<file path="config.mk">
export PLATFORM = sky130hd
export DESIGN_NAME = div_share_ctrl
export DESIGN_NICKNAME = d
export VERILOG_FILES = /design/src/rtl/div_share_pkg.sv /design/src/rtl/rr_arbiter.sv /design/src/rtl/div_share_ctrl.sv
export SDC_FILE = /design/constraint.sdc
export NUM_CORES = 1
export LEC_CHECK = 0
export BUFFER_PORTS_ARGS = -buffer_cell sky130_fd_sc_hd__buf_2
export CORE_UTILIZATION = 46
export DETAILED_ROUTE_END_ITERATION = 12
export GPL_TIMING_DRIVEN = 0
export PLACE_DENSITY = 0.77
export SYNTH_ARGS = -nofsm -noshare
export SYNTH_HDL_FRONTEND = slang
export SYNTH_HIERARCHICAL = 1
export SYNTH_SLANG_ARGS = --single-unit
</file>
<file path="constraint.sdc">
create_clock -name clk_i -period 2.7 [get_ports clk_i]
set_clock_uncertainty 0.05 [all_clocks]
set_input_delay 0.135 -clock clk_i [delete_from_list [all_inputs] [get_ports clk_i]]
set_output_delay 0.135 -clock clk_i [all_outputs]
set_load 0.05 [all_outputs]
</file>
<file path="src/rtl/div_share_pkg.sv">
// Shared types for the divider-sharing controller: FSM states and response error codes.
package div_share_pkg;

  typedef enum logic [2:0] {
    IDLE,
    ISSUE,
    WAIT,
    RESP,
    DRAIN
  } state_t;

  typedef logic [1:0] err_t;

  localparam err_t ERR_OK      = 2'b00;
  localparam err_t ERR_DIV0    = 2'b01;
  localparam err_t ERR_TIMEOUT = 2'b10;

endpackage

</file>
<file path="src/rtl/rr_arbiter.sv">
// Combinational round-robin arbiter: first set request at or after ptr_i, wrapping.
module rr_arbiter #(
  parameter int unsigned N_REQ = 2
) (
  input  logic [N_REQ-1:0]         req_i,
  input  logic [$clog2(N_REQ)-1:0] ptr_i,
  input  logic                     en_i,
  output logic [N_REQ-1:0]         gnt_o,
  output logic [$clog2(N_REQ)-1:0] idx_o
);

  localparam int unsigned IdxW = $clog2(N_REQ);

  logic            found;
  logic [IdxW-1:0] pos;

  always_comb begin
    gnt_o = '0;
    idx_o = '0;
    found = 1'b0;
    pos   = '0;
    for (int unsigned i = 0; i < N_REQ; i++) begin
      pos = IdxW'((32'(ptr_i) + i) % N_REQ);
      if (en_i && !found && req_i[pos]) begin
        found      = 1'b1;
        gnt_o[pos] = 1'b1;
        idx_o      = pos;
      end
    end
  end

endmodule

</file>
<file path="src/rtl/div_share_ctrl.sv">
// Shares one sequential divider among N_REQ requesters, one transaction at a time,
// with divide-by-zero bypass and a start-to-done timeout.
module div_share_ctrl
  import div_share_pkg::*;
#(
  parameter int unsigned N_REQ   = 2,
  parameter int unsigned W       = 32,
  parameter int unsigned TIMEOUT = 64
) (
  input  logic               clk_i,
  input  logic               reset_ni,
  input  logic [N_REQ-1:0]   req_i,
  input  logic [N_REQ*W-1:0] dividend_i,
  input  logic [N_REQ*W-1:0] divisor_i,
  output logic [N_REQ-1:0]   gnt_o,
  output logic [N_REQ-1:0]   resp_valid_o,
  output logic [W-1:0]       quotient_o,
  output logic [1:0]         err_o,
  output logic               busy_o,
  output logic               div_start_o,
  output logic [W-1:0]       div_dividend_o,
  output logic [W-1:0]       div_divisor_o,
  input  logic [W-1:0]       div_quotient_i,
  input  logic               div_done_i
);

  localparam int unsigned IdxW = $clog2(N_REQ);
  localparam int unsigned CntW = $clog2(TIMEOUT) + 1;

  state_t          state_q;
  logic [IdxW-1:0] rr_ptr_q;
  logic [IdxW-1:0] owner_q;
  logic [W-1:0]    dividend_q;
  logic [W-1:0]    divisor_q;
  logic [W-1:0]    quotient_q;
  err_t            err_q;
  logic [CntW-1:0] cnt_q;

  logic            arb_en;
  logic [IdxW-1:0] arb_idx;

  // Gating with reset keeps gnt_o low while held in reset even if requests are up.
  assign arb_en = (state_q == IDLE) && reset_ni;

  rr_arbiter #(
    .N_REQ(N_REQ)
  ) u_arb (
    .req_i(req_i),
    .ptr_i(rr_ptr_q),
    .en_i (arb_en),
    .gnt_o(gnt_o),
    .idx_o(arb_idx)
  );

  assign resp_valid_o   = (state_q == RESP) ? (N_REQ'(1) << owner_q) : '0;
  assign div_start_o    = (state_q == ISSUE) && (divisor_q != '0);
  assign busy_o         = (state_q != IDLE);
  assign quotient_o     = quotient_q;
  assign err_o          = err_q;
  assign div_dividend_o = dividend_q;
  assign div_divisor_o  = divisor_q;

  always_ff @(posedge clk_i or negedge reset_ni) begin
    if (!reset_ni) begin
      state_q    <= IDLE;
      rr_ptr_q   <= '0;
      owner_q    <= '0;
      dividend_q <= '0;
      divisor_q  <= '0;
      quotient_q <= '0;
      err_q      <= ERR_OK;
      cnt_q      <= '0;
    end else begin
      unique case (state_q)
        IDLE: begin
          if (|gnt_o) begin
            dividend_q <= dividend_i[arb_idx*W +: W];
            divisor_q  <= divisor_i[arb_idx*W +: W];
            owner_q    <= arb_idx;
            rr_ptr_q   <= (arb_idx == IdxW'(N_REQ - 1)) ? '0 : arb_idx + IdxW'(1);
            state_q    <= ISSUE;
          end
        end
        ISSUE: begin
          if (divisor_q == '0) begin
            quotient_q <= '0;
            err_q      <= ERR_DIV0;
            state_q    <= RESP;
          end else begin
            cnt_q   <= '0;
            state_q <= WAIT;
          end
        end
        WAIT: begin
          if (div_done_i) begin
            quotient_q <= div_quotient_i;
            err_q      <= ERR_OK;
            state_q    <= RESP;
          end else if (cnt_q == CntW'(TIMEOUT - 1)) begin
            quotient_q <= '0;
            err_q      <= ERR_TIMEOUT;
            state_q    <= DRAIN;
          end else begin
            cnt_q <= cnt_q + CntW'(1);
          end
        end
        RESP: state_q <= IDLE;
        // Swallow the late done so it cannot be credited to the next owner.
        DRAIN: if (div_done_i) state_q <= IDLE;
        default: state_q <= IDLE;
      endcase
    end
  end

endmodule

</file>
After elaboration in Yosys (flattened, before gate mapping)
Cells that the tools add are included.
{"block": "totals", "ff_bits": 110, "latch_bits": 0, "mem_bits_rw": 0, "mem_bits_ro": 0, "inputBits": 165, "out_inout_bits": 104, "wordCells": 82, "mem_count": 0}
{"block": "op_classes", "add_sub_neg": 3, "mul": 0, "n_div": 0, "order_cmp": 4, "n_eq_ne": 12, "shift": 3, "n_mux": 33, "bitwise": 1, "reduce_logical": 18}
{"op": "variable part select 64 x 7 -> 32 bit", "n": 2}
{"op": "two-way mux 32 bit", "n": 3}
{"op": "one-hot mux 32 bit (2 select lines)", "n": 1}
{"op": "logical NOT 32 bit", "n": 1}
{"op": "nonzero test 32 bit", "n": 1}
{"op": "two-way mux 7 bit", "n": 3}
{"op": "one-hot mux 7 bit (2 select lines)", "n": 1}
{"op": "two-way mux 2 bit", "n": 6}
{"op": "two-way mux 3 bit", "n": 4}
{"op": "one-hot mux 3 bit (4 select lines)", "n": 1}
{"op": "two-way mux 1 bit", "n": 11}
{"op": "!= test 2 bit (second input constant)", "n": 4}
{"op": "adder 7 x 1 -> 7 bit (second input constant)", "n": 1}
{"op": "equality test 7 x 6 -> 1 bit (second input constant)", "n": 1}
{"op": "logical AND 1 bit", "n": 7}
{"op": "equality test 3 x 2 -> 1 bit (second input constant)", "n": 2}
{"op": "AND reduction 3 bit", "n": 2}
{"op": "less-than comparator 1 x 2 -> 1 bit (second input constant)", "n": 2}
{"op": "!= test 2 x 1 -> 1 bit (second input constant)", "n": 2}
{"op": "one-hot mux 2 bit (2 select lines)", "n": 1}
{"op": "AND reduction 4 bit", "n": 1}
{"op": "equality test 3 x 1 -> 1 bit (second input constant)", "n": 1}
{"op": "equality test 3 bit (second input constant)", "n": 1}
{"op": "logical NOT 3 bit", "n": 1}
{"op": "11 further kinds", "n": 14}

Depth between registers and ports, before layout
{"block": "depth", "depth_word": 11, "depth_mapped": 10}

Modules after synthesis
Netlist, hierarchy kept.
{"mod": "div_share_ctrl", "instances": 1, "cells_per_inst": 558, "area_per_inst_um2": 5386.4}
{"mod": "rr_arbiter", "instances": 1, "cells_per_inst": 6, "area_per_inst_um2": 26.3}

Worst setup path after synthesis
OpenSTA, ideal clock, no wires.
{"block": "synth_path", "path_kind": "reg2reg", "from": "register state_q[1]", "to": "register divisor_q[1] (netlist: div_divisor_o[1])", "setup_time_ns": 0.132, "arrival_time_ns": 2.580, "required_ns": 2.518, "slack_ns": -0.062, "stages_incl_launch_ff": 10, "period_less_slack_ns": 2.762, "cell_sequence": "dfrtp_1 > nor3_2 > and2_1 > nand2_1 > a21oi_1 > o21ai_1 > buf_2 > buf_2 > nand2_1 > o21ai_1"}
{"block": "synth_between", "elab_chain_len": 10, "elab_cells_between_ends": 15, "cone_classes": "1 x shift; 5 x mux; 1 x bitwise; 8 x reduce/logical"}
{"item": "start, declared", "line_no": "div_share_ctrl.sv:30", "text": "state_t state_q;"}
{"item": "start signal, assigned", "line_no": "div_share_ctrl.sv:65", "text": "state_q <= IDLE;"}
{"item": "start signal, assigned", "line_no": "div_share_ctrl.sv:81", "text": "state_q <= ISSUE;"}
{"item": "start signal, assigned", "line_no": "div_share_ctrl.sv:88", "text": "state_q <= RESP;"}
{"item": "logical NOT 3 bit (*)", "line_no": "div_share_ctrl.sv:43", "text": "assign arb_en = (state_q == IDLE) && reset_ni;"}
{"item": "logical AND 1 bit (*)", "line_no": "div_share_ctrl.sv:43"}
{"item": "net arb_en", "line_no": "div_share_ctrl.sv:39", "text": "logic arb_en;"}
{"item": "logical AND 1 bit", "line_no": "rr_arbiter.sv:24", "text": "if (en_i && !found && req_i[pos]) begin"}
{"item": "two-way mux 1 bit", "line_no": "rr_arbiter.sv:24"}
{"item": "logical NOT 1 bit", "line_no": "rr_arbiter.sv:24"}
{"item": "logical AND 1 bit (2 in a row)", "line_no": "rr_arbiter.sv:24"}
{"item": "two-way mux 2 bit (*)", "line_no": "rr_arbiter.sv:24"}
{"item": "net gnt_o[1]", "line_no": "div_share_ctrl.sv:15", "text": "output logic [N_REQ-1:0] gnt_o,"}
{"item": "OR reduction 2 bit (*)", "line_no": "div_share_ctrl.sv:76", "text": "if (|gnt_o) begin"}
{"item": "AND reduction 2 bit (no source line) (*)"}
{"item": "end signal, assigned", "line_no": "div_share_ctrl.sv:78", "text": "divisor_q <= divisor_i[arb_idx*W +: W];"}
{"item": "end, declared", "line_no": "div_share_ctrl.sv:34", "text": "logic [W-1:0] divisor_q;"}
The timed path passes the listed nets; every way through them passes the cells marked *.
A chain may end at the register's enable or synchronous reset.

Worst setup path in the final report
{"block": "layout_path", "from": "register state_q[1]", "to": "register divisor_q[28] (netlist: div_divisor_o[28])"}
{"block": "layout_between", "elab_cells_between_ends": 15, "cone_classes": "1 x shift; 5 x mux; 1 x bitwise; 8 x reduce/logical"}
{"item": "logical NOT 3 bit (*)", "line_no": "div_share_ctrl.sv:43"}
{"item": "logical AND 1 bit (*)", "line_no": "div_share_ctrl.sv:43"}
{"item": "net arb_en", "line_no": "div_share_ctrl.sv:39"}
{"item": "logical AND 1 bit", "line_no": "rr_arbiter.sv:24"}
{"item": "two-way mux 1 bit", "line_no": "rr_arbiter.sv:24"}
{"item": "logical NOT 1 bit", "line_no": "rr_arbiter.sv:24"}
{"item": "logical AND 1 bit (2 in a row)", "line_no": "rr_arbiter.sv:24"}
{"item": "two-way mux 1 bit (*)", "line_no": "rr_arbiter.sv:24"}
{"item": "net arb_idx", "line_no": "div_share_ctrl.sv:40", "text": "logic [IdxW-1:0] arb_idx;"}
{"item": "variable part select 64 x 7 -> 32 bit (*)", "line_no": "div_share_ctrl.sv:78"}
Marked as above.

==> results.sh <==
export IMPL_clk_latency_ns=0.35
export IMPL_fin_ws_ns=0.169
export IMPL_die_h_um=110
export IMPL_dr_pass1_iters=4
export IMPL_synth_top_cell_area_share_pct=50.9
export IMPL_root_buffer="clkbuf_16"
export IMPL_slew_headroom_pct=52.0
export IMPL_synth_commonest_cells="dfrtp_1, nand2_1, o21ai_1"
export IMPL_yosysWarnings=6
export IMPL_final_area_mm2=0.00733
export IMPL_drc_errors=0
export IMPL_r2r_cells=9
export IMPL_dp_hpwl_mm=12.6
export IMPL_clk_pin_slew_ns=0.09
export IMPL_place_worst_setup_slack_ns=0.00912
export IMPL_holdPathStages=3
export IMPL_routed_via_density=5.35
export IMPL_setup_viol_count_final=0
export IMPL_reg2reg_from="state_q[1]$_DFFE_PN0P_"
export IMPL_timing_final_max_slew_violations=0
export IMPL_leakagePower_uw=0.00365
export IMPL_htreeDepth=3
export IMPL_grt_max_degree=70
export IMPL_cts_sinks=110
export IMPL_clockBufferDepth=2
export IMPL_die_area_mm2=0.0122
export IMPL_syn_avg_cell_area_um2=9.60
export IMPL_cts_tree="done"
export IMPL_timing_rr_end="div_divisor_o[28]$_DFFE_PN0P_"
export IMPL_gp_congestion=0.864
export IMPL_p_per_area_mw_per_mm2=1260
export IMPL_drive_gt1_share_pct=37.6
export IMPL_syn_area_mm2=0.00541
export IMPL_dp_cells=976
export IMPL_status="finished clean"
export IMPL_hold_viol_final=0
export IMPL_wirelength_mm=16.2
export IMPL_whs_ns=0.00455
export IMPL_startpoint_type="register"
export IMPL_ys_ff_latch=110
export IMPL_synth_edf_count=0
export IMPL_min_period_ns=2.53
export IMPL_ir_drop_uv=858
export IMPL_drt_first_iter_violations=425
export IMPL_worst_pin_slew_ns=0.720
export IMPL_min_from="divisor_i[46]"
export IMPL_grt_pass1_wl_mm=26.7
export IMPL_crit_arrival_ns=2.70
export IMPL_start_util_pct=47.4
export IMPL_synthTopCellsByArea="dfrtp_1, mux2i_1, nand2_1, o21ai_1, o22ai_1"
export IMPL_regToRegSetupSlack_ns=0.17
export IMPL_via_count=5317
export IMPL_grt_pass1_vias=5586
export IMPL_synth_fp_nets=730
export IMPL_antenna_found_initial=1
export IMPL_synth_cell_type_count=38
export IMPL_drv_cap=0
export IMPL_area_growth_pct=35.5
export IMPL_postSynth_asyncResetShare_pct=100
export IMPL_grt_usage_pct=26.8
export IMPL_io_buffers=268
export IMPL_synthCells=564
export IMPL_path_class="register to register"
export IMPL_core_mm2=0.0114
export IMPL_worstPathRequired_ns=2.86
export IMPL_path_max_fanout=19
export IMPL_final_cell_count_no_fill=994
export IMPL_synth_main_ff_cell="dfrtp_1"
export IMPL_cts_buffers=9
export IMPL_wl_per_cell_um=16.3
export IMPL_antenna_left=0
export IMPL_yosys_area_top_type="dfrtp_1"
export IMPL_post_cts_setup_buffers=0
export IMPL_fp_row_count=39
export IMPL_die_x_um=110
export IMPL_min_to="div_divisor_o[14]$_DFFE_PN0P_"
export IMPL_overflow=0
export IMPL_fmax_mhz=395
export IMPL_end_kind="register"
export IMPL_rsz0062_at_grt="no"
export IMPL_hold_class="input pin to register"
export IMPL_final_net_count=1011
export IMPL_period_share_pct=93.7
export IMPL_io_pins=269
export IMPL_placed_area_mm2=0.00697
export IMPL_yosysSeqAreaShare_pct=50.9
## worst max path at each step
stage,end,startpoint,slack [ns]
after CTS,div_divisor_o[26]$_DFFE_PN0P_,reset_ni,0.05
final,div_divisor_o[28]$_DFFE_PN0P_,state_q[1]$_DFFE_PN0P_,0.17
after detailed placement,div_dividend_o[28]$_DFFE_PN0P_,state_q[1]$_DFFE_PN0P_,0.009
after floorplan,cnt_q[3]$_DFFE_PN0P_,div_divisor_o[2]$_DFFE_PN0P_,0.27
after global routing,div_divisor_o[31]$_DFFE_PN0P_,state_q[1]$_DFFE_PN0P_,0.02
after global placement,div_dividend_o[24]$_DFFE_PN0P_,reset_ni,-1.28
## area by class of cell
| cell class | instances | area, um2 |
|---|---|---|
| timing repair buffer | 271 | 1400 |
| clock buffer | 9 | 225 |
| clock inverter | 7 | 114 |
| sequential | 110 | 2750 |
| buffer | 46 | 224 |
| multi-input combinational | 402 | 2420 |
| inverter | 5 | 18.8 |
| fill | 1000 | 4090 |
| antenna | 1 | 2.50 |
| tap | 143 | 179 |
## stage by stage
step / utilization, % / setup TNS (ns) / power [uW]
finish: 64.2 / 0 / 9270
global route: 64.2 / 0 / 9760
CTS: 64.2 / 0 / 9300
detailed placement: 61.0 / 0 / 7800
global placement: 60.8 / -68.44 / 7660
floorplan: - / 0 / 6470
## metal layers
layer	wire length (um)	up-vias	track usage, %
met3	1020	25	5.93
met5	0	-	0
li1	-	2561	-
met4	354	0	9.42
met2	8370	202	48.0
met1	6480	2529	31.5
## cell usage in the layout, fill, tap and decap left out, drive strengths merged, types with 2 or more instances in the layout
cell type	instances
a21oi	8
a31oi	32
and2	33
and4	3
buf	298
bufinv	2
clkbuf	26
clkinv	2
dfrtp	110
dlygate4sd3	2
inv	8
mux2i	64
nand2	110
nand2b	4
nand3	2
nand4	2
nor2	5
nor2b	2
nor3	3
nor4	8
o21a	2
o21ai	76
o22ai	35
or2	2
or3	2
## timing repair
item | CTS | global route
resized for setup | 0 | 1
hold buffers | 2 | 0
cloned | 0 | 0
endpoints found under the hold margin | 42 | 0
endpoints found under the setup margin | 1 | 25
## cell families (layout without fill, tap and decap cells)
kind of cell / Yosys count / after routing / share of synthesized area, %
fa+ha+maj: 1 / 1 / 0.231
simple gates: 179 / 179 / 15.8
mux: 64 / 64 / 11.8
buf+inv: 52 / 338 / 4.55
other cells: 0 / 1 / 0
flops: 110 / 110 / 50.9
xor+xnor: 1 / 1 / 0.162
compound gates: 157 / 157 / 16.5
## report_power, final
group	internal [uW]	switching, uW
clock network	838	657
logic	1250	3660
registers	2340	529
total	4420	4850
## state kept, by name, indices dropped and copies added, names as in the netlist
name	flops
rr_ptr_q	1
div_dividend_o	32
err_o	2
state_q	3
quotient_o	32
owner_q	1
div_divisor_o	32
cnt_q	7
## worst max-delay path, stage by stage (launching register included)
cell	delay, ns
dfrtp_1	0.47
nor3_2	0.34
and2_1	0.20
nand2_1	0.08
a21oi_1	0.12
buf_2	0.16
buf_6	0.24
buf_2	0.36
mux2i_1	0.28
o21ai_1	0.08
Power figures use the tool's default switching activity.
